--- config.mk ---
export PLATFORM = sky130hd
export DESIGN_NAME = product_bcd_converter
export DESIGN_NICKNAME = d
export VERILOG_FILES = /design/src/rtl/multiplier_pkg.sv /design/src/rtl/bcd_digit_adjust.sv /design/src/rtl/product_bcd_converter.sv
export SDC_FILE = /design/constraint.sdc
export NUM_CORES = 1
export LEC_CHECK = 0
export CAP_MARGIN = 20
export CORE_MARGIN = 2
export CORE_UTILIZATION = 23
export DETAILED_ROUTE_END_ITERATION = 10
export PLACE_DENSITY_LB_ADDON = 0.05
export SKIP_LAST_GASP = 1
export SYNTH_ARGS = -nofsm -noshare
export SYNTH_HDL_FRONTEND = slang
export SYNTH_SLANG_ARGS = --single-unit
--- constraint.sdc ---
create_clock -name clk -period 1.56 [get_ports clk]
set_input_delay 0.156 -clock clk [delete_from_list [all_inputs] [get_ports clk]]
set_output_delay 0.156 -clock clk [all_outputs]
set_load 0.02 [all_outputs]
--- src/rtl/multiplier_pkg.sv ---
// Shared definitions for the multiplier datapath and its BCD display consumer:
// converter state encoding, default sizes and the double-dabble correction constants.
package multiplier_pkg;

  typedef enum logic [1:0] {
    IDLE  = 2'd0,
    SHIFT = 2'd1,
    DONE  = 2'd2
  } state_e;

  localparam int DEF_WIDTH  = 8;
  localparam int DEF_DIGITS = 3;

  // A digit at or above the threshold would reach 10 or more after the next
  // doubling, so it is pre-corrected by the adjust value before the shift.
  localparam logic [3:0] BCD_THRESH = 4'd5;
  localparam logic [3:0] BCD_ADJUST = 4'd3;

endpackage

--- src/rtl/bcd_digit_adjust.sv ---
// Combinational double-dabble correction cell for a single BCD digit.
module bcd_digit_adjust
  import multiplier_pkg::*;
(
  input  logic [3:0] din,
  output logic [3:0] dout
);

  // Add 3 to digits of 5 or more; the 4-bit sum cannot carry for legal digits.
  always_comb begin
    dout = din;
    if (din >= BCD_THRESH) begin
      dout = din + BCD_ADJUST;
    end else begin
      dout = din;
    end
  end

endmodule

--- src/rtl/product_bcd_converter.sv ---
// Converts each newly completed multiplier product to decimal digits with a
// bit-serial double-dabble. The displayed digits only change when a conversion
// finishes, so the seven-segment driver never sees intermediate values.
module product_bcd_converter
  import multiplier_pkg::*;
#(
  parameter int WIDTH  = DEF_WIDTH,
  parameter int DIGITS = DEF_DIGITS
) (
  input  logic                  clk,
  input  logic                  rst,
  input  logic [WIDTH-1:0]      product,
  input  logic                  productDone,
  output logic [4*DIGITS-1:0]   bcdDigits,
  output logic                  bcdDone,
  output logic                  busy
);

  localparam int BCD_W   = 4 * DIGITS;
  localparam int CNT_W   = $clog2(WIDTH + 1);
  localparam int SHIFT_W = BCD_W + WIDTH;

  state_e             state_r, state_s;
  logic [WIDTH-1:0]   bin_r, bin_s;
  logic [BCD_W-1:0]   bcd_r, bcd_s;
  logic [BCD_W-1:0]   adj_s;
  logic [SHIFT_W-1:0] shifted_s;
  logic [CNT_W-1:0]   cnt_r, cnt_s;
  logic [BCD_W-1:0]   digits_s;
  logic               done_s;
  logic               busy_s;
  logic               done_q_r;
  logic               trig_s;

  // Only a fresh rising edge of the multiplier's done level starts a conversion.
  assign trig_s = productDone & ~done_q_r;

  // Correct every digit of the working register before each shift.
  for (genvar g = 0; g < DIGITS; g++) begin : g_adj
    bcd_digit_adjust u_adj (
      .din  (bcd_r[4*g +: 4]),
      .dout (adj_s[4*g +: 4])
    );
  end

  // Shifting the corrected digits and the remaining binary bits as one word
  // moves the next binary MSB into the ones digit.
  assign shifted_s = {adj_s, bin_r} << 1'b1;

  // Next-state and next-output logic; triggers outside IDLE are dropped.
  always_comb begin
    state_s  = state_r;
    bin_s    = bin_r;
    bcd_s    = bcd_r;
    cnt_s    = cnt_r;
    digits_s = bcdDigits;
    done_s   = 1'b0;
    busy_s   = busy;
    case (state_r)
      IDLE: begin
        if (trig_s) begin
          bin_s   = product;
          bcd_s   = '0;
          cnt_s   = CNT_W'(WIDTH);
          busy_s  = 1'b1;
          state_s = SHIFT;
        end else begin
          state_s = IDLE;
        end
      end
      SHIFT: begin
        bcd_s = shifted_s[SHIFT_W-1:WIDTH];
        bin_s = shifted_s[WIDTH-1:0];
        cnt_s = cnt_r - CNT_W'(1);
        if (cnt_r == CNT_W'(1)) begin
          state_s = DONE;
        end else begin
          state_s = SHIFT;
        end
      end
      DONE: begin
        digits_s = bcd_r;
        done_s   = 1'b1;
        busy_s   = 1'b0;
        state_s  = IDLE;
      end
      default: begin
        busy_s  = 1'b0;
        state_s = IDLE;
      end
    endcase
  end

  // State, working registers and registered outputs; reset abandons any conversion.
  always_ff @(posedge clk) begin
    if (rst) begin
      state_r   <= IDLE;
      bin_r     <= '0;
      bcd_r     <= '0;
      cnt_r     <= '0;
      bcdDigits <= '0;
      bcdDone   <= 1'b0;
      busy      <= 1'b0;
      done_q_r  <= 1'b0;
    end else begin
      state_r   <= state_s;
      bin_r     <= bin_s;
      bcd_r     <= bcd_s;
      cnt_r     <= cnt_s;
      bcdDigits <= digits_s;
      bcdDone   <= done_s;
      busy      <= busy_s;
      done_q_r  <= productDone;
    end
  end

endmodule

==> results of run 1 <==
per-stage QoR:
| step | power [mW] | cells | instance area (µm²) | hold WS [ns] |
|---|---|---|---|---|
| after floorplan | 1.310 | 219 | 1837 | 0.2842 |
| after global placement | 1.419 | 350 | 2282 | 0.4455 |
| after detailed placement | 1.414 | 350 | 2282 | 0.4432 |
| after CTS | 2.213 | 358 | 2384 | 0.4189 |
| after global routing | 2.281 | 358 | 2392 | 0.4358 |
| final | 2.168 | 358 | 2392 | 0.4279 |
how the worst min path moves through the flow:
stage / end / from
2_1_floorplan: done_q_r / productDone
3_3_place_gp: bcdDigits[8] / bcdDigits[8]
3_5_place_dp: bcdDigits[9] / bcd_r[9]
4_1_cts: bin_r[5] / product[5]
5_1_grt: bin_r[5] / product[5]
6_report: bin_r[1] / product[1]
cell families after synthesis:
family	count (synthesis)	synth area share, %
AND/OR/NAND/NOR	94	23.64
AO/OA/AOI/OAI	49	17.71
flip-flops	41	44.69
buffers and inverters	24	6.948
adder cells (fa/ha/maj)	8	5.450
XOR/XNOR	2	0.9539
multiplexers	1	0.6130
flip-flops by register name, summed over array words and instances, names as in the netlist:
register   cells
done_q_r       1
state_r        2
bcd_r         12
bcdDigits     12
bin_r          8
busy           1
bcdDone        1
cnt_r          4
worst max-delay path, cell delays in order (launching register included):
cell	delay [ns]
dfxtp_2	0.38
inv_1	0.05
ha_1	0.20
nand2b_1	0.07
a21oi_1	0.13
or4_1	0.43
o211ai_1	0.11
layout make-up:
class | count | area, µm² | share of cell area, %
repair buffers | 43 | 407.9 | 17.05
multi-input cells | 154 | 892.1 | 37.29
well taps | 102 | 127.6 | 5.335
clock buffers | 7 | 96.34 | 4.027
flip-flops and latches | 41 | 825.8 | 34.52
clock inverters | 1 | 5.005 | 0.2092
inverters | 10 | 37.54 | 1.569
cells in the final DEF, fill, tap and decap left out, types with 2 or more instances in the layout:
cell type / netlist / final
nand2_1: 44 / 44
dfxtp_1: 41 / 39
clkdlybuf4s50_1: 0 / 24
nor2_1: 21 / 21
a21oi_1: 21 / 20
buf_4: 2 / 17
inv_1: 9 / 9
a311oi_1: 9 / 9
nor3_1: 8 / 8
ha_1: 8 / 8
o21ai_0: 7 / 7
clkbuf_8: 0 / 7
nand2b_1: 5 / 5
or4_1: 5 / 5
nand3_1: 3 / 3
nand4b_1: 3 / 3
xor2_1: 2 / 2
a21oi_2: 1 / 2
o32a_1: 2 / 2
o211ai_1: 2 / 2
o311ai_0: 2 / 2
buf_12: 0 / 2
routing by layer:
metal	global-route usage [%]	share of wire [%]	vias up
met4	4.412	1.3	0
met2	18.17	46	27
met1	14.85	49	698
li1	-	-	830
met3	3.062	3.7	6
met5	0	0	-
power groups by stage:
stage | clock network, mW | registers (mW) | logic (mW)
floorplan | 0 | 1.14 | 0.172
global placement | 0 | 1.14 | 0.277
detailed placement | 0 | 1.14 | 0.273
CTS | 0.823 | 1.12 | 0.274
global route | 0.856 | 1.12 | 0.303
finish | 0.786 | 1.11 | 0.268
timing repair:
| item | CTS | global route |
|---|---|---|
| endpoints found under the setup margin | 0 | 7 |
| gates resized for setup | 0 | 4 |
| hold buffers | 0 | 0 |
==> reports/summary.txt, run 1 <==
Status: finished clean
H-tree depth: 2
Pin count of the biggest net entering global routing: 22
Root Driver: clkbuf_8
Min cycle time layout: 1.447 ns
Worst slew pin tran: 0.4731 ns
Static Leak: 0.8318 nW
Count leader, synth: nand2_1
Worst Setup SP: bcd_r[0]
Worst reg2reg path startpoint: bcd_r[0]
CP Class: register to register
Num ports: 25
Reg2reg end: bcd_r[2]
Initial antenna violation count: 0
Max frequency: 691.0 MHz
Post-CTS Setup Repair Bufs: 0
Post-layout util: 30.96%
Worst-path fanout max: 5
Synth warnings: 0
Synth top area share: 44.69%
Worst Path Required: 1.78 ns
Syn_nets: 238
Antenna cells: 0
VDD IR max: 0.2714 mV
Row cnt: 32
Clock Tree Buf Depth: 2
Clk_skew: 0.006182 ns
Synth area leader: dfxtp_1
Netlist Area Pre-Place: 1837 µm²
Max Slew Vio Count: 0
Syn Area/Cell: 8.387 µm²
GP Congestion: 0.6931
Final net count: 274
Total wire length: 4.520 mm
Input/output buffers: 24
CP Capture Point: bcd_r[2]
Final HPWL DP: 3.131 mm
Most frequent cells after synthesis: nand2_1 (44), dfxtp_1 (41), a21oi_1 (21), nor2_1 (21)
CP endpoint kind: register
RSZ-0062 raised after global routing: yes
Clock group share of total power: 36.3%
ANT nets after route: 0
Ratio of cells with drive above 1 in the final layout: 14.45%
PwrDens: 906.4 nW/µm²
Reg2reg path depth: 6
GR Util All Layers: 11.46%
# setup viols final: 0
Clk sinks: 41
TritonCTS clock tree: yes
Setup TNS Final: 0 ns
First-pass GRT wire length: 7.748 mm
Die height: 93.37 µm
Cells after Synth: 219
Slew HR: 68.38%
DIE AREA: 8717 µm²
Synth Register Bits: 41
Setup ws final: 0.1128 ns
Residual DRC: 0
CP Launch Type: register
Die Span X: 93.37 µm
Area growth syn-to-layout: 30.24%
Post-synth EDFFs: 0
Placeable Area: 7727 µm²
Routed len/inst: 12.63 µm
Post-synth top flop: dfxtp_1
Worst-Skew Late Latency: 0.30 ns
Asr flop ratio synth: 0%
Ranking of synthesized cells by area: dfxtp_1 (45%), nand2_1 (9.0%), a21oi_1 (5.7%), ha_1 (5.4%), a311oi_1 (4.3%)
Seq/Total Area, Yosys: 44.69%
Vias: 1561
Vias in the first global route: 1544
Setup WS pre-CTS: 0.009606 ns
1st-iter DRT viols: 56
Proportion of power drawn by flip-flops and latches: 51.4%
WP data arrival: 1.67 ns
Max-cap check violation count: 0
Sw Share: 25.94%
Worst min-delay path class: input port to register
R2R Setup Slk: 0.11 ns
Clock slew at reported path FFs: 0.08 ns
Final period utilization: 92.77%
Remaining Overflow, GRT: 0
Netlist cell types: 35
Fill cells: 849
Initial cell density of the core: 23.77%
Vias/cell: 4.360
Total CTS buffers: 5
Total iterations of the first detailed-routing run: 4
Hold path depth: 3
Net Switching: 0.5626 mW
Final Hold Viols: 0
Comb pwr share: 12.3%
Int Pwr: 1.606 mW
Note: power is estimated with default switching activity, not from simulation.
==> run 2: changes to the inputs <==
--- a/config.mk
+++ b/config.mk
@@ -8,6 +8,7 @@
 export CAP_MARGIN = 20
 export CORE_MARGIN = 2
 export CORE_UTILIZATION = 23
+export CTS_BUF_LIST = sky130_fd_sc_hd__clkbuf_8
 export DETAILED_ROUTE_END_ITERATION = 10
 export PLACE_DENSITY_LB_ADDON = 0.05
 export SKIP_LAST_GASP = 1
==> results of run 2 <==
Same layout as run 1: the final DEF is identical, and so are final timing and power.
==> variant 1: new RTL, settings of run 1 <==
Re-encode `state_e` (3 states) as one-hot, 3 bits wide.
--- a/src/rtl/multiplier_pkg.sv
+++ b/src/rtl/multiplier_pkg.sv
@@ -2,10 +2,10 @@
 // converter state encoding, default sizes and the double-dabble correction constants.
 package multiplier_pkg;
 
-  typedef enum logic [1:0] {
-    IDLE  = 2'd0,
-    SHIFT = 2'd1,
-    DONE  = 2'd2
+  typedef enum logic [2:0] {
+    IDLE  = 3'b001,
+    SHIFT = 3'b010,
+    DONE  = 3'b100
   } state_e;
 
   localparam int DEF_WIDTH  = 8;
Formal check against the unedited RTL: same outputs for any inputs over 10 cycles, from zero or initial values and one cycle with rst high; not proved beyond that.
==> variant 1 against run 1 <==
- area after synthesis grew 3.7%
- power shrank 5.5%
- worst setup slack gained 0.011 ns
- routed wire length grew 4.0%
- utilization shrank 0.19 points
- highest routed layer unchanged
- critical path type unchanged
- die area grew 3.5%
- sequential cell count grew 1
- largest cell class unchanged
- critical path depth shrank 2
- hold slack gained 0.0075 ns
- combinational power shrank 30%
- final area grew 4.6%
- clock power shrank 5.5%
==> variant 1: results (changes against run 1) <==
metric	value	unit	change
path_clk_slew	0.08	ns	about the same
yosys-top-cells-area	dfxtp_1 (44%), nand2_1 (9.1%), a21oi_1 (7.4%), ha_1 (5.3%), a221oi_1 (3.2%)		was dfxtp_1 (45%), nand2_1 (9.0%), a21oi_1 (5.7%), ha_1 (5.4%), a311oi_1 (4.3%)
cts-buffers-inserted	5		unchanged
drt_wl_total	4700	µm	was 4520 µm
ys_types	35		unchanged
synth_top_cells_by_count	nand2_1 (46), dfxtp_1 (42), a21oi_1 (28), inv_1 (9), o21ai_0 (9)		was nand2_1 (44), dfxtp_1 (41), a21oi_1 (21), nor2_1 (21)
max_cap_violations	0		unchanged
track_usage	11.7	%	was 11.5%
worstPathMaxFanout	9		was 5
clk_path_buf_depth	2		unchanged
power.static_leakage	0.841	nW	was 0.832 nW
dpl-instance-area	0.00239	mm²	was 0.00228 mm²
detailed_routing_iteration_count_for_the_pre_antenna_repair_pass	4		unchanged
grt_pass1_wl	8040	µm	was 7750 µm
first_global_vias	1617		was 1544
place.detailed.hpwl	3300	µm	was 3130 µm
drive_gt1_share	16.0	%	was 14.5%
antenna_cells_inserted	0		unchanged
grt_antenna_before_repair	0		unchanged
finish.net_count	280		was 274
clock_root_cell	clkbuf_8		unchanged
dp.cells	359		was 350
synthesis.nets	240		was 238
reg.largest.list	bcdDigits (12), bcd_r (12), bin_r (8)		unchanged
min_path_type	in -> reg		unchanged
synth_seq_area_share	44.2	%	was 44.7%
worst_ir_drop_vdd	0.292	mV	was 0.271 mV
yosysWarnings	0		unchanged
detailedRoute.firstIterationViolations	27		was 56
htreeDepth	2		unchanged
tightest_slew	0.582	ns	was 0.473 ns
port_buffers	24		unchanged
synth_async_sr_flop_share	0	%	unchanged
drt-vias-per-instance	4.38		was 4.36
wl_per_cell	12.8	µm	was 12.6 µm
clock_latency	0.29	ns	
maxSlewViolCount	0		unchanged
grt_start_max_net_pins	19		was 22
synthesized_area_divided_by_synthesized_cell_count	8.62	µm²	was 8.39 µm²
outcome	finished clean		unchanged
worst_ep_arrival_time	1.62	ns	was 1.67 ns
finalWeightedCongestion	0.709		was 0.693
skew	0.00346	ns	was 0.00618 ns
variant 1: changes by cell type after synthesis, moves of 3 or more:
cell / change
a21oi_1: +7
a221oi_1: +7
a311oi_1: -9
buf_2: -3
clkbuf_1: +4
nand2b_1: +3
nand4b_1: -3
nor2_1: -14
nor3_1: -3
nor3b_1: +8
or4_1: -5
xnor2_1: +4
variant 1: worst paths after layout:
path                                     to                      start  cells past startpoint  slack, ns
hold reg to reg   bcdDigits[1]$_SDFFE_PP0P_  bcdDigits[1]$_SDFFE_PP0P_                      2       0.45
hold / removal        bin_r[0]$_SDFFE_PP0P_                 product[0]                      3       0.44
setup reg to reg      bin_r[2]$_SDFFE_PP0P_      state_r[1]$_SDFF_PP0_                      4       0.12
setup / recovery      bin_r[2]$_SDFFE_PP0P_      state_r[1]$_SDFF_PP0_                      4       0.12
variant 1: kinds of logic after synthesis:
group                    synth area share, %
XOR/XNOR                                3.68
buffers and inverters                   5.12
AO/OA/AOI/OAI                           18.2
flip-flops                              44.2
multiplexers                           0.591
adder cells (fa/ha/maj)                 5.26
AND/OR/NAND/NOR                         23.0
variant 1: per-stage QoR:
step	total power [mW]	utilization, %	setup WS (ns)
after floorplan	1.24	-	0.153
after global placement	1.33	29.4	-0.0678
after detailed placement	1.33	29.4	-0.0795
after CTS	2.10	30.6	0.00663
after global routing	2.16	30.8	-0.00597
final	2.05	30.8	0.123
variant 1: timing repair:
| action | CTS | global route |
|---|---|---|
| gates resized for setup | 0 | 8 |
| endpoints found under the setup margin | 0 | 15 |
| setup buffers | 0 | 0 |
variant 1: power by group:
part	switching [mW]	total (mW)	internal, mW	leakage [nW]
combinational	0.0871	0.187	0.0996	0.452
sequential	0.0220	1.12	1.10	0.341
clock	0.385	0.743	0.358	0.0482
variant 1: final cells by class:
type / instances / area, µm²
Fill cell: 901 / 5630
Multi-Input combinational cell: 158 / 978
Sequential cell: 42 / 845
Timing Repair Buffer: 45 / 423
Tap cell: 105 / 131
Clock buffer: 7 / 86.3
Inverter: 9 / 33.8
Clock inverter: 1 / 5.00
variant 1: critical path, stage by stage, from the launching register on:
cell	delay [ns]
dfxtp_2	0.41
and4bb_4	0.24
and2b_2	0.28
a221oi_1	0.29
a21oi_1	0.10
variant 1: per-layer routing:
layer	wire [µm]	GRT usage [%]	up-vias
met5	0	0	-
li1	-	-	835
met3	144	2.95	5
met4	51	3.50	0
met2	2220	19.4	23
met1	2280	15.0	746
==> variant 2: new RTL, settings of run 1 <==
Without the edit above. Change the package constant `DEF_WIDTH` from 8 to 16.
--- a/src/rtl/multiplier_pkg.sv
+++ b/src/rtl/multiplier_pkg.sv
@@ -8,7 +8,7 @@
     DONE  = 2'd2
   } state_e;
 
-  localparam int DEF_WIDTH  = 8;
+  localparam int DEF_WIDTH  = 16;
   localparam int DEF_DIGITS = 3;
 
   // A digit at or above the threshold would reach 10 or more after the next
Interface: changed (resized product); port bits go from 25 to 33. No check against the original RTL was run, so the function may have changed too.
==> variant 2 against run 1 <==
- power up 16%
- sequential share of layout area up 1.5 points
- non-clock buffer count up 8
- combinational power up 33%
- largest power group unchanged
- hold slack worse by 0.15 ns
- sequential cell count up 9
- routed wire length up 21%
- via count up 18%
- area after synthesis up 17%
- highest routed layer unchanged
- clock power up 2%
- worst setup slack worse by 0.0058 ns
- final area up 16%
==> variant 2: results (changes against run 1) <==
metric	value	unit	change
outcome	finished clean		unchanged
detailed_routing_iteration_count_for_the_pre_antenna_repair_pass	4		unchanged
min_path_type	in -> reg		unchanged
groute.layer.met3.usage	2.84	%	was 3.06%
yosys-top-cells-area	dfxtp_1 (47%), a21oi_1 (10%), nand2_1 (7.3%), a22oi_1 (5.2%), ha_1 (4.7%)		was dfxtp_1 (45%), nand2_1 (9.0%), a21oi_1 (5.7%), ha_1 (5.4%), a311oi_1 (4.3%)
finalWeightedCongestion	0.730		was 0.693
power.static_leakage	1.00	nW	was 0.832 nW
first_global_vias	1781		was 1544
worst_ep_arrival_time	1.65	ns	was 1.67 ns
timing.critical_path.slowest_cell_delay	0.66	ns	was 0.43 ns
topRoutingLayerUsed	met4		unchanged
critical_path.endpoint	cnt_r[3]$_SDFFE_PP0P_		was bcd_r[2]$_SDFFE_PP0P_
drive_gt1_share	11.3	%	was 14.5%
synth_cells	250		was 219
slew_headroom	71.3	%	was 68.4%
synthXorXnorAreaFrac	0.408	%	was 0.954%
place.detailed.hpwl	3810	µm	was 3130 µm
grt_antenna_before_repair	0		unchanged
yosysWarnings	0		unchanged
synth_top_cells_by_count	dfxtp_1 (50), a21oi_1 (43), nand2_1 (42), a22oi_1 (15)		was nand2_1 (44), dfxtp_1 (41), a21oi_1 (21), nor2_1 (21)
reg.largest.list	bin_r (16), bcdDigits (12), bcd_r (12)		was bcdDigits (12), bcd_r (12), bin_r (8)
post-place-ws	-0.0651	ns	was 0.00961 ns
m2_gr_usage	16.5	%	was 18.2%
dp.cells	394		was 350
synth_async_sr_flop_share	0	%	unchanged
synthesis.nets	277		was 238
achievable-frequency	0.688	GHz	was 0.691 GHz
synth-compound-area-share	20.0	%	was 17.7%
wl_per_cell	13.6	µm	was 12.6 µm
yosys-mux-area-fraction	3.32	%	was 0.613%
met1_wl	2920	µm	was 2220 µm
ys_types	30		was 35
drt-vias-per-instance	4.58		was 4.36
finish.net_count	317		was 274
worstPathMaxFanout	7		was 5
track_usage	11.5	%	about the same
final-instance-count-excl-fill	402		was 358
synth_fa_ha_area_share	4.66	%	was 5.45%
worst_ir_drop_vdd	0.305	mV	was 0.271 mV
r2r_start	state_r[1]$_SDFF_PP0_		was bcd_r[0]$_SDFFE_PP0P_
dpl-instance-area	0.00268	mm²	was 0.00228 mm²
n_fill_cell	978		was 849
synth_seq_area_share	46.6	%	was 44.7%
critical-path-slowest-cell	or4b_1		was or4_1
groute.layer.met1.usage	16.5	%	was 14.8%
detailedRoute.firstIterationViolations	70		was 56
dr_wl_met3	161	µm	was 165 µm
port_buffers	32		was 24
skew	0.00631	ns	was 0.00618 ns
detailroute.wirelength.met2	2300	µm	was 2070 µm
[variant 2: cell count changes after synthesis, sizes merged, moves of 5 or more]
cell / before / now
mux2i: 0 / 6
or4: 5 / 0
a311oi: 9 / 0
a22oi: 1 / 15
a21oi: 22 / 43
dfxtp: 41 / 50
nor2: 22 / 11
[variant 2: worst min-delay path by stage]
stage / from / to / slack (ns) / cells past startpoint
after floorplan: productDone / done_q_r$_SDFF_PP0_ / 0.28 / 1
after global placement: bin_r[14]$_SDFFE_PP0P_ / bin_r[14]$_SDFFE_PP0P_ / 0.44 / 2
after detailed placement: bcdDigits[4]$_SDFFE_PP0P_ / bcdDigits[4]$_SDFFE_PP0P_ / 0.45 / 2
after CTS: rst / bcd_r[3]$_SDFFE_PP0P_ / 0.26 / 2
after global routing: rst / bcd_r[4]$_SDFFE_PP0P_ / 0.29 / 2
final: rst / bcdDigits[4]$_SDFFE_PP0P_ / 0.28 / 2
[variant 2: area by class of cell]
| class | count | area share (%) |
|---|---|---|
| timing repair buffer | 51 | 17.3 |
| inverter | 8 | 1.08 |
| sequential | 50 | 36.0 |
| clock inverter | 1 | 0.180 |
| multi-input combinational | 174 | 37.3 |
| clock buffer | 7 | 3.10 |
| tap | 111 | 4.99 |
[variant 2: power by group]
| part | internal [mW] | switching [mW] |
|---|---|---|
| Combinational | 0.167 | 0.190 |
| Sequential | 1.33 | 0.0356 |
| Clock | 0.359 | 0.442 |
[variant 2: per-stage QoR]
stage | hold slack, ns | util, % | setup TNS, ns
detailed placement | 0.448 | 29.3 | -0.162
global placement | 0.445 | 29.3 | -0.160
floorplan | 0.284 | - | 0
global route | 0.291 | 30.4 | 0
CTS | 0.261 | 30.3 | 0
finish | 0.277 | 30.4 | 0
